$ cat src/rtl/cu_sequencer.sv
// Program sequencer: byte-wide program load, one-at-a-time issue to the compute unit.
// Define CU_SEQ_LOOP_EN to repeat the program until HALT or stop.
module cu_sequencer #(
    parameter int DEPTH  = 8,
    parameter int ADDR_W = 3
) (
    input  logic            clk,
    input  logic            rst,
    input  logic [7:0]      byte_in,
    input  logic            byte_valid,
    input  logic            clear,
    input  logic            start,
    input  logic            stop,
    output logic [15:0]     cu_instruction,
    output logic            cu_en,
    input  logic [7:0]      cu_data,
    input  logic            cu_data_valid,
    input  logic [3:0]      cu_reg_id,
    output logic [7:0]      result_data,
    output logic [3:0]      result_reg,
    output logic            result_valid,
    output logic            busy,
    output logic            done,
    output logic [ADDR_W:0] prog_len,
    output logic            full
);

    typedef enum logic [1:0] {
        S_IDLE,
        S_ISSUE,
        S_WAIT,
        S_DONE
    } state_e;

    localparam logic [ADDR_W:0] ONE     = (ADDR_W+1)'(1);
    localparam logic [ADDR_W:0] DEPTH_L = (ADDR_W+1)'(DEPTH);

    logic [15:0] mem_q [DEPTH];

    state_e          state_q, state_d;
    logic [ADDR_W:0] pc_q, pc_d;
    logic [ADDR_W:0] len_q, len_d;
    logic            phase_q, phase_d;
    logic            stop_pend_q, stop_pend_d;
    logic [7:0]      hi_q, hi_d;

    logic [15:0] instr_q, instr_d;
    logic        en_q, en_d;
    logic [7:0]  rdata_q, rdata_d;
    logic [3:0]  rreg_q, rreg_d;
    logic        rvalid_q, rvalid_d;
    logic        busy_q, busy_d;
    logic        done_q, done_d;
    logic        full_q, full_d;

    logic              wr_en;
    logic [15:0]       cur_word;
    logic [15:0]       nxt_word;
    logic [ADDR_W:0]   pc_inc;

    assign cur_word = mem_q[pc_q[ADDR_W-1:0]];
    assign nxt_word = mem_q[pc_d[ADDR_W-1:0]];
    assign pc_inc   = pc_q + ONE;

    always_comb begin
        state_d     = state_q;
        pc_d        = pc_q;
        len_d       = len_q;
        phase_d     = phase_q;
        hi_d        = hi_q;
        stop_pend_d = stop_pend_q;
        wr_en       = 1'b0;
        rdata_d     = rdata_q;
        rreg_d      = rreg_q;
        rvalid_d    = 1'b0;

        unique case (state_q)
            S_IDLE: begin
                if (start) begin
                    pc_d        = '0;
                    stop_pend_d = 1'b0;
                    phase_d     = 1'b0;
                    state_d     = (len_q == '0) ? S_DONE : S_ISSUE;
                end else if (clear) begin
                    len_d   = '0;
                    phase_d = 1'b0;
                end else if (byte_valid && !full_q) begin
                    if (!phase_q) begin
                        hi_d    = byte_in;
                        phase_d = 1'b1;
                    end else begin
                        wr_en   = 1'b1;
                        len_d   = len_q + ONE;
                        phase_d = 1'b0;
                    end
                end
            end
            S_ISSUE: begin
                if (stop) stop_pend_d = 1'b1;
                state_d = (cur_word[15:12] == 4'hF) ? S_DONE : S_WAIT;
            end
            S_WAIT: begin
                if (cu_data_valid) begin
                    rdata_d  = cu_data;
                    rreg_d   = cu_reg_id;
                    rvalid_d = 1'b1;
                end
                pc_d = pc_inc;
                if (stop_pend_q || stop) begin
                    state_d = S_DONE;
                end else if (pc_inc == len_q) begin
`ifdef CU_SEQ_LOOP_EN
                    pc_d    = '0;
                    state_d = S_ISSUE;
`else
                    state_d = S_DONE;
`endif
                end else begin
                    state_d = S_ISSUE;
                end
            end
            S_DONE: state_d = S_IDLE;
            default: state_d = S_IDLE;
        endcase

        // Outputs are registered from the next state so they hold for the whole cycle.
        en_d    = (state_d == S_ISSUE) && (nxt_word[15:12] != 4'hF);
        instr_d = en_d ? nxt_word : 16'h0000;
        busy_d  = (state_d != S_IDLE);
        done_d  = (state_d == S_DONE);
        full_d  = (len_d == DEPTH_L);
    end

    always_ff @(posedge clk) begin
        if (rst) begin
            state_q     <= S_IDLE;
            pc_q        <= '0;
            len_q       <= '0;
            phase_q     <= 1'b0;
            stop_pend_q <= 1'b0;
            hi_q        <= 8'h00;
            instr_q     <= 16'h0000;
            en_q        <= 1'b0;
            rdata_q     <= 8'h00;
            rreg_q      <= 4'h0;
            rvalid_q    <= 1'b0;
            busy_q      <= 1'b0;
            done_q      <= 1'b0;
            full_q      <= 1'b0;
        end else begin
            state_q     <= state_d;
            pc_q        <= pc_d;
            len_q       <= len_d;
            phase_q     <= phase_d;
            stop_pend_q <= stop_pend_d;
            hi_q        <= hi_d;
            instr_q     <= instr_d;
            en_q        <= en_d;
            rdata_q     <= rdata_d;
            rreg_q      <= rreg_d;
            rvalid_q    <= rvalid_d;
            busy_q      <= busy_d;
            done_q      <= done_d;
            full_q      <= full_d;
        end
    end

    always_ff @(posedge clk) begin
        if (wr_en && !rst) begin
            mem_q[len_q[ADDR_W-1:0]] <= {hi_q, byte_in};
        end
    end

    assign cu_instruction = instr_q;
    assign cu_en          = en_q;
    assign result_data    = rdata_q;
    assign result_reg     = rreg_q;
    assign result_valid   = rvalid_q;
    assign busy           = busy_q;
    assign done           = done_q;
    assign prog_len       = len_q;
    assign full           = full_q;

endmodule
$ cat config.mk
export PLATFORM = sky130hd
export DESIGN_NAME = cu_sequencer
export DESIGN_NICKNAME = d
export VERILOG_FILES = /design/src/rtl/cu_sequencer.sv
export SDC_FILE = /design/constraint.sdc
export NUM_CORES = 1
export LEC_CHECK = 0
export ABC_AREA = 1
export BUFFER_PORTS_ARGS = -buffer_cell sky130_fd_sc_hd__buf_2
export CORE_MARGIN = 8
export CORE_UTILIZATION = 64
export CTS_CLUSTER_DIAMETER = 50
export DETAILED_ROUTE_END_ITERATION = 12
export PLACE_DENSITY = 0.82
export SLEW_MARGIN = 15
export SYNTH_ARGS = -nofsm -noshare
export SYNTH_HDL_FRONTEND = slang
export SYNTH_SLANG_ARGS = --single-unit
$ cat constraint.sdc
create_clock -name clk -period 7.4 [get_ports clk]
set_clock_uncertainty 0.15 [all_clocks]
set_input_delay 1.48 -clock clk [delete_from_list [all_inputs] [get_ports clk]]
set_output_delay 1.48 -clock clk [all_outputs]
set_load 0.05 [all_outputs]
==> results of run 1 <==
==> cells by family after synthesis <==
group / synth area share [%]
simple gates: 19.1
compound gates: 7.28
fa+ha+maj: 0.494
flops: 64.6
buf+inv: 7.96
xor+xnor: 0.576
==> power breakdown <==
group          leakage [nW]  internal, W  switching (W)
combinational          1.77    0.0000616       0.000175
sequential             1.58      0.00110      0.0000163
clock                 0.323     0.000638       0.000380
==> layer usage <==
layer	vias up	wire length (um)	track usage, %	part of all wire, %
li1	2665	-	-	-
met1	2636	7020	28.5	41
met2	301	8160	35.2	47
met3	58	1420	5.35	8.3
met4	0	595	11.4	3.5
met5	-	0	0	0
==> area by class of cell <==
class,count,area [um^2],area share (%)
flip-flops and latches,181,4900,56.5
multi-input cells,452,2140,24.7
clock buffers,18,429,4.95
inverters,105,394,4.54
repair buffers,72,383,4.41
clock inverters,14,246,2.84
well taps,143,179,2.06
==> placed cells by master, fill, tap and decap left out, types with 2 or more instances in the layout <==
cell type / n
bufinv_16: 6
dfxtp_1: 53
nor3_2: 8
inv_2: 4
o21ai_2: 2
o21ai_1: 15
nor3_1: 2
nand3_1: 44
clkinv_4: 2
nand4_1: 21
nand3b_1: 4
nor2_1: 76
a21oi_1: 42
inv_6: 2
xor2_1: 4
nand2_2: 3
o21ai_0: 43
buf_4: 9
inv_1: 101
clkbuf_16: 17
clkinvlp_4: 2
ha_1: 3
buf_2: 63
edfxtp_1: 128
nand2_1: 173
==> worst max path at each step <==
stage | to | slack, ns | depth (start not counted)
global route | cu_instruction[1] | 3.19 | 11
global placement | cu_instruction[14] | 3.24 | 11
detailed placement | cu_instruction[2] | 3.10 | 11
CTS | cu_instruction[2] | 3.53 | 11
floorplan | mem_q[3][0] | 3.33 | 7
finish | cu_instruction[15] | 3.48 | 11
==> synth_stat cells <==
master / count / area [um^2]
nand2_1: 173 / 649
edfxtp_1: 128 / 3840
inv_1: 101 / 379
nor2_1: 76 / 285
dfxtp_1: 53 / 1060
nand3_1: 44 / 220
o21ai_0: 43 / 215
a21oi_1: 42 / 210
nand4_1: 21 / 131
o21ai_1: 16 / 80.1
buf_2: 15 / 75.1
clkbuf_1: 12 / 45.0
nor3_1: 10 / 50.1
buf_6: 6 / 67.6
inv_2: 4 / 15.0
nand3b_1: 4 / 30.0
xor2_1: 4 / 35.0
buf_4: 3 / 22.5
ha_1: 3 / 37.5
nand2_2: 3 / 18.8
o21ai_2: 2 / 17.5
a21oi_2: 1 / 8.76
a22oi_1: 1 / 7.51
nand2_4: 1 / 11.3
nand3_2: 1 / 10.0
nand3_4: 1 / 17.5
nor2_2: 1 / 6.26
nor3_4: 1 / 16.3
o21a_1: 1 / 7.51
o22ai_1: 1 / 6.26
or2_0: 1 / 6.26
xnor2_1: 1 / 8.76
==> stage by stage <==
stage	cells	setup WS, ns
after floorplan	774	3.33
after global placement	953	3.24
after detailed placement	953	3.10
after CTS	985	3.53
after global routing	985	3.19
final	985	3.48
==> worst min-delay path, cell delays in order (launching register included) <==
cell     delay, ns
dfxtp_1       0.31
nand2_1       0.06
a21oi_1       0.05
==> flow_metrics.env, run 1 <==
export IMPL_nFillCells=753
export IMPL_htreeDepth=4
export IMPL_largest_reg_flops=128
export IMPL_hpwl_mm=10.6
export IMPL_r2r_start="pc_q[0]"
export IMPL_totalWireLength_mm=17.2
export IMPL_critPathSlowestCell="nand3_4"
export IMPL_grt_max_degree=114
export IMPL_drtIter0Drc=635
export IMPL_ys_seq_elements=181
export IMPL_status="finished clean"
export IMPL_finalCritPeriodShare_pct=53.0
export IMPL_startpoint="start"
export IMPL_ff2ff_setup_slack_ns=3.79
export IMPL_wire_per_inst_um=17.5
export IMPL_critPathMostFrequentCell="nand2_1"
export IMPL_ys_seq_area_share_pct=64.6
export IMPL_ios=64
export IMPL_synth_avg_cell_area_um2=9.81
export IMPL_ant_nets=0
export IMPL_die_area_um2=15600
export IMPL_cts_buffers=17
export IMPL_arrival_ns=4.07
export IMPL_fin_crit_ns=3.92
export IMPL_yosys_warnings=0
export IMPL_grt_antenna_before_repair=0
export IMPL_cpLargestDelayFamily="simple AND/OR/NAND/NOR gates"
export IMPL_cts_root_buffer="clkbuf_16"
export IMPL_syn_nets=804
export IMPL_antennaDiodeCount=0
export IMPL_fin_util_pct=75.3
export IMPL_place_congestion=0.944
export IMPL_max_slew_margin_pct=24.4
export IMPL_place_area_um2=8000
export IMPL_rsz0062_at_grt="false"
export IMPL_dr_pass1_iters=6
export IMPL_final_setup_viol_count=0
export IMPL_maxCapViolations=0
export IMPL_synth_cell_area_um2=7600
export IMPL_syn_instance_count=774
export IMPL_rows=39
export IMPL_viasPerCell=5.75
export IMPL_yosys_cell_types_count=32
export IMPL_grt_pass1_vias=5429
export IMPL_total_power_w=0.00237
export IMPL_rr_worst_depth=11
export IMPL_clockBufferDepth=2
export IMPL_holdPathEnd="result_reg[0]"
export IMPL_nets=859
export IMPL_clkLatencyLatePin_ns=0.43
export IMPL_portBuffers=63
export IMPL_fmax_mhz=255
export IMPL_hold_buffers=0
export IMPL_die_w_um=125
export IMPL_worstHoldStart="result_reg[0]"
export IMPL_design_area_um2=8670
export IMPL_path_clk_slew_ns=0.06
export IMPL_worst_r2r_endpoint="cu_instruction[15]"
export IMPL_power_density_nw_per_um2=273
export IMPL_cp_cell_sequence="buf_2 > nand2_2 > nand3_4 > nand2_1 > nand3_1 > nand3_1 > nand2_1 > nor2_1 > nand2_1 > nand2_2 > nor2_1"
export IMPL_grtUsageTotal_pct=22.3
export IMPL_routed_via_count=5660
export IMPL_cellLeakagePower_nw=3.67
export IMPL_core_area_um2=11500
export IMPL_cts_tree="done"
export IMPL_worst_path_max_fanout=113
export IMPL_drive_gt1_share_pct=15.1
export IMPL_clock_sinks=181
export IMPL_cp_required_ns=7.55
export IMPL_fin_setup_tns_ns=0
export IMPL_cts_resized_gates=0
export IMPL_hold_violations=0
export IMPL_cp_num_buf_inv=1
export IMPL_crit_path_start_kind="primary input"
export IMPL_hp_class="register to register"
export IMPL_max_stage_delay_ns=0.88
export IMPL_fp_dieH_um=125
export IMPL_cts_setup_buffers=0
export IMPL_start_util_pct=66.0
export IMPL_path_class="primary input to register"
export IMPL_tightest_slew_ns=1.13
export IMPL_grt_overflow=0
export IMPL_syn_to_final_growth_pct=14.2
export IMPL_drc=0
export IMPL_grt_pass1_wl_mm=27.7
export IMPL_whs_path_depth=2
export IMPL_max_vdd_ir_drop_mv=0.212
export IMPL_hold_ws_ns=0.312
export IMPL_slew_viol_final=0
export IMPL_end_kind="register"
No activity file was read; power rests on OpenSTA's default activity.
==> run 2, diff against run 1 <==
--- a/config.mk
+++ b/config.mk
@@ -5,13 +5,13 @@
 export SDC_FILE = /design/constraint.sdc
 export NUM_CORES = 1
 export LEC_CHECK = 0
-export ABC_AREA = 1
+export ABC_AREA = 0
 export BUFFER_PORTS_ARGS = -buffer_cell sky130_fd_sc_hd__buf_2
 export CORE_MARGIN = 8
-export CORE_UTILIZATION = 64
+export CORE_UTILIZATION = 60
 export CTS_CLUSTER_DIAMETER = 50
 export DETAILED_ROUTE_END_ITERATION = 12
-export PLACE_DENSITY = 0.82
+export PLACE_DENSITY = 0.77
 export SLEW_MARGIN = 15
 export SYNTH_ARGS = -nofsm -noshare
 export SYNTH_HDL_FRONTEND = slang
==> constraint.sdc (replaced) <==
create_clock -name clk -period 4.1 [get_ports clk]
set_clock_uncertainty 0.15 [all_clocks]
set_input_delay 0.82 -clock clk [delete_from_list [all_inputs] [get_ports clk]]
set_output_delay 0.82 -clock clk [all_outputs]
set_load 0.05 [all_outputs]
==> flow_metrics.env, run 2 <==
export IMPL_status="finished clean"
export IMPL_hpwl_mm=11.8
export IMPL_hp_class="register to register"
export IMPL_nFillCells=940
export IMPL_fin_crit_ns=2.89
export IMPL_power_density_nw_per_um2=468
export IMPL_cp_cell_sequence="nand2b_1 > buf_4 > o32a_1 > o22ai_1 > a311o_1 > nor4_1"
export IMPL_yosysTopAreaCell="edfxtp_1"
export IMPL_core_area_um2=13000
export IMPL_nets=710
export IMPL_largest_reg_flops=128
export IMPL_ys_seq_elements=181
export IMPL_grt_pass1_vias=5294
export IMPL_arrival_ns=3.08
export IMPL_syn_to_final_growth_pct=13.3
export IMPL_synth_cell_area_um2=7860
export IMPL_die_area_um2=17000
export IMPL_antennaDiodeCount=0
export IMPL_max_stage_delay_ns=0.64
export IMPL_drc=0
export IMPL_place_area_um2=8320
export IMPL_grtUsageTotal_pct=22.1
export IMPL_wire_per_inst_um=20.8
export IMPL_grt_max_degree=49
export IMPL_max_vdd_ir_drop_mv=0.430
export IMPL_yosys_warnings=0
export IMPL_start_util_pct=60.3
export IMPL_synth_common_cells="edfxtp_1, nand2_1, dfxtp_1"
export IMPL_cts_resized_gates=0
export IMPL_synth_most_common_cell="edfxtp_1"
export IMPL_routed_via_count=5373
export IMPL_tightest_slew_ns=0.824
export IMPL_crit_path_start_kind="register"
export IMPL_synth_ff_type="edfxtp_1"
export IMPL_fp_dieH_um=130
export IMPL_drive_gt1_share_pct=22.8
export IMPL_rows=42
export IMPL_worst_path_max_fanout=14
export IMPL_clock_sinks=181
export IMPL_cts_setup_buffers=0
export IMPL_dr_pass1_iters=5
export IMPL_rsz0062_at_grt="false"
export IMPL_total_power_w=0.00417
export IMPL_synth_edff_count=128
export IMPL_timing_final_ws_setup_ns=1.21
export IMPL_cts_root_buffer="clkbuf_16"
export IMPL_fin_setup_tns_ns=0
export IMPL_synth_top_area_share_pct=48.9
export IMPL_path_clk_slew_ns=0.06
export IMPL_ios=64
export IMPL_clockBufferDepth=2
export IMPL_cts_tree="done"
export IMPL_post_place_cells=837
export IMPL_totalWireLength_mm=18.1
export IMPL_syn_instance_count=624
export IMPL_design_area_um2=8900
export IMPL_viasPerCell=6.18
export IMPL_critPathSlowestCell="o32a_1"
export IMPL_finalCritPeriodShare_pct=70.6
export IMPL_path_class="register to register"
export IMPL_synth_top_cells_by_area="edfxtp_1, dfxtp_1, mux2i_1, mux2_2, nand2_1"
export IMPL_final_cell_mix="edfxtp_1, buf_2, nand2_1"
export IMPL_grt_pass1_wl_mm=28.0
export IMPL_hold_violations=0
export IMPL_cellLeakagePower_nw=3.15
export IMPL_maxCapViolations=0
export IMPL_portBuffers=63
export IMPL_slew_viol_final=0
export IMPL_layout_commonest_cell="edfxtp_1"
export IMPL_grt_antenna_before_repair=0
export IMPL_synth_avg_cell_area_um2=12.6
export IMPL_end_kind="register"
export IMPL_cts_buffers=17
export IMPL_cp_num_buf_inv=1
export IMPL_yosys_cell_types_count=60
export IMPL_dp_slack_ns=0.827
export IMPL_cp_required_ns=4.29
export IMPL_fmax_mhz=346
export IMPL_syn_nets=654
export IMPL_htreeDepth=4
export IMPL_hold_buffers=0
export IMPL_clkLatencyLatePin_ns=0.43
export IMPL_drtIter0Drc=607
export IMPL_grt_overflow=0
export IMPL_ys_seq_area_share_pct=62.4
export IMPL_layout_cells_non_filler=869
export IMPL_place_congestion=0.851
export IMPL_synthArstFlopShare_pct=0
export IMPL_final_setup_viol_count=0
export IMPL_die_w_um=130
export IMPL_cpLargestDelayFamily="compound AO/OA/AOI/OAI gates"
export IMPL_ant_nets=0
export IMPL_max_slew_margin_pct=45.0
[run 2: cell count changes after synthesis, moves of 13 or more]
cell,change
a21oi_1,-22
o21ai_1,-15
inv_1,-96
o22ai_1,+17
o21ai_0,-23
nand4_1,-15
nand2_1,-113
nor2_1,-38
a2bb2oi_1,+13
nand3_1,-30
mux2i_1,+41
and2_1,+14
mux2_2,+24
[run 2: area by class of cell]
| type | instances | area, um^2 | share of cell area (%) |
|---|---|---|---|
| multi-input combinational | 392 | 2720 | 30.5 |
| sequential | 181 | 4910 | 55.1 |
| tap | 176 | 220 | 2.47 |
| timing repair buffer | 83 | 465 | 5.23 |
| inverter | 5 | 18.8 | 0.211 |
| clock buffer | 19 | 443 | 4.97 |
| clock inverter | 13 | 131 | 1.48 |
[run 2: through the flow]
step | utilization (%) | hold WS, ns
final | 68.3 | 0.307
after global routing | 68.3 | 0.326
after CTS | 68.3 | 0.306
after detailed placement | 63.9 | 0.298
after global placement | 63.9 | 0.289
after floorplan | - | 0.293
[run 2: cell families after synthesis]
family	Yosys count	share of synthesized area, %
and+or+nand+nor	189	12.6
DFF	181	62.4
AOI/OAI and AO/OA	130	11.9
muxes	65	8.66
buffers and inverters	51	3.38
xor gates and xnor gates	5	0.557
adders and majority gates	3	0.478
[run 2: report_power, final]
| group | switching, W | leakage, nW | internal, W |
|---|---|---|---|
| Sequential | 0.0000339 | 1.60 | 0.00199 |
| Clock | 0.000664 | 0.275 | 0.000909 |
| Combinational | 0.000384 | 1.27 | 0.000189 |
| Total | 0.00108 | 3.15 | 0.00309 |
[run 2: worst paths after layout]
kind,cells after the start,slack (ns),startpoint,to
min reg2reg,2,0.31,result_data[0],result_data[0]
min,2,0.31,result_data[0],result_data[0]
max reg2reg,6,1.21,state_q[0],cu_instruction[0]
max,6,1.21,state_q[0],cu_instruction[0]
[run 2: routing by layer]
metal	vias to the layer above	wire, um	track usage, %
li1	2492	-	-
met1	2600	7270	26.7
met2	246	9000	37.4
met3	35	1330	5.11
met4	0	450	9.66
met5	-	0	0
[run 2: worst reg2reg max path: cells and delay by family (launching register included)]
kind	cells	cell delay, ns
AO/OA/AOI/OAI	3	1.24
buffers and inverters	1	0.28
flip-flops	1	0.59
AND/OR/NAND/NOR	2	0.52
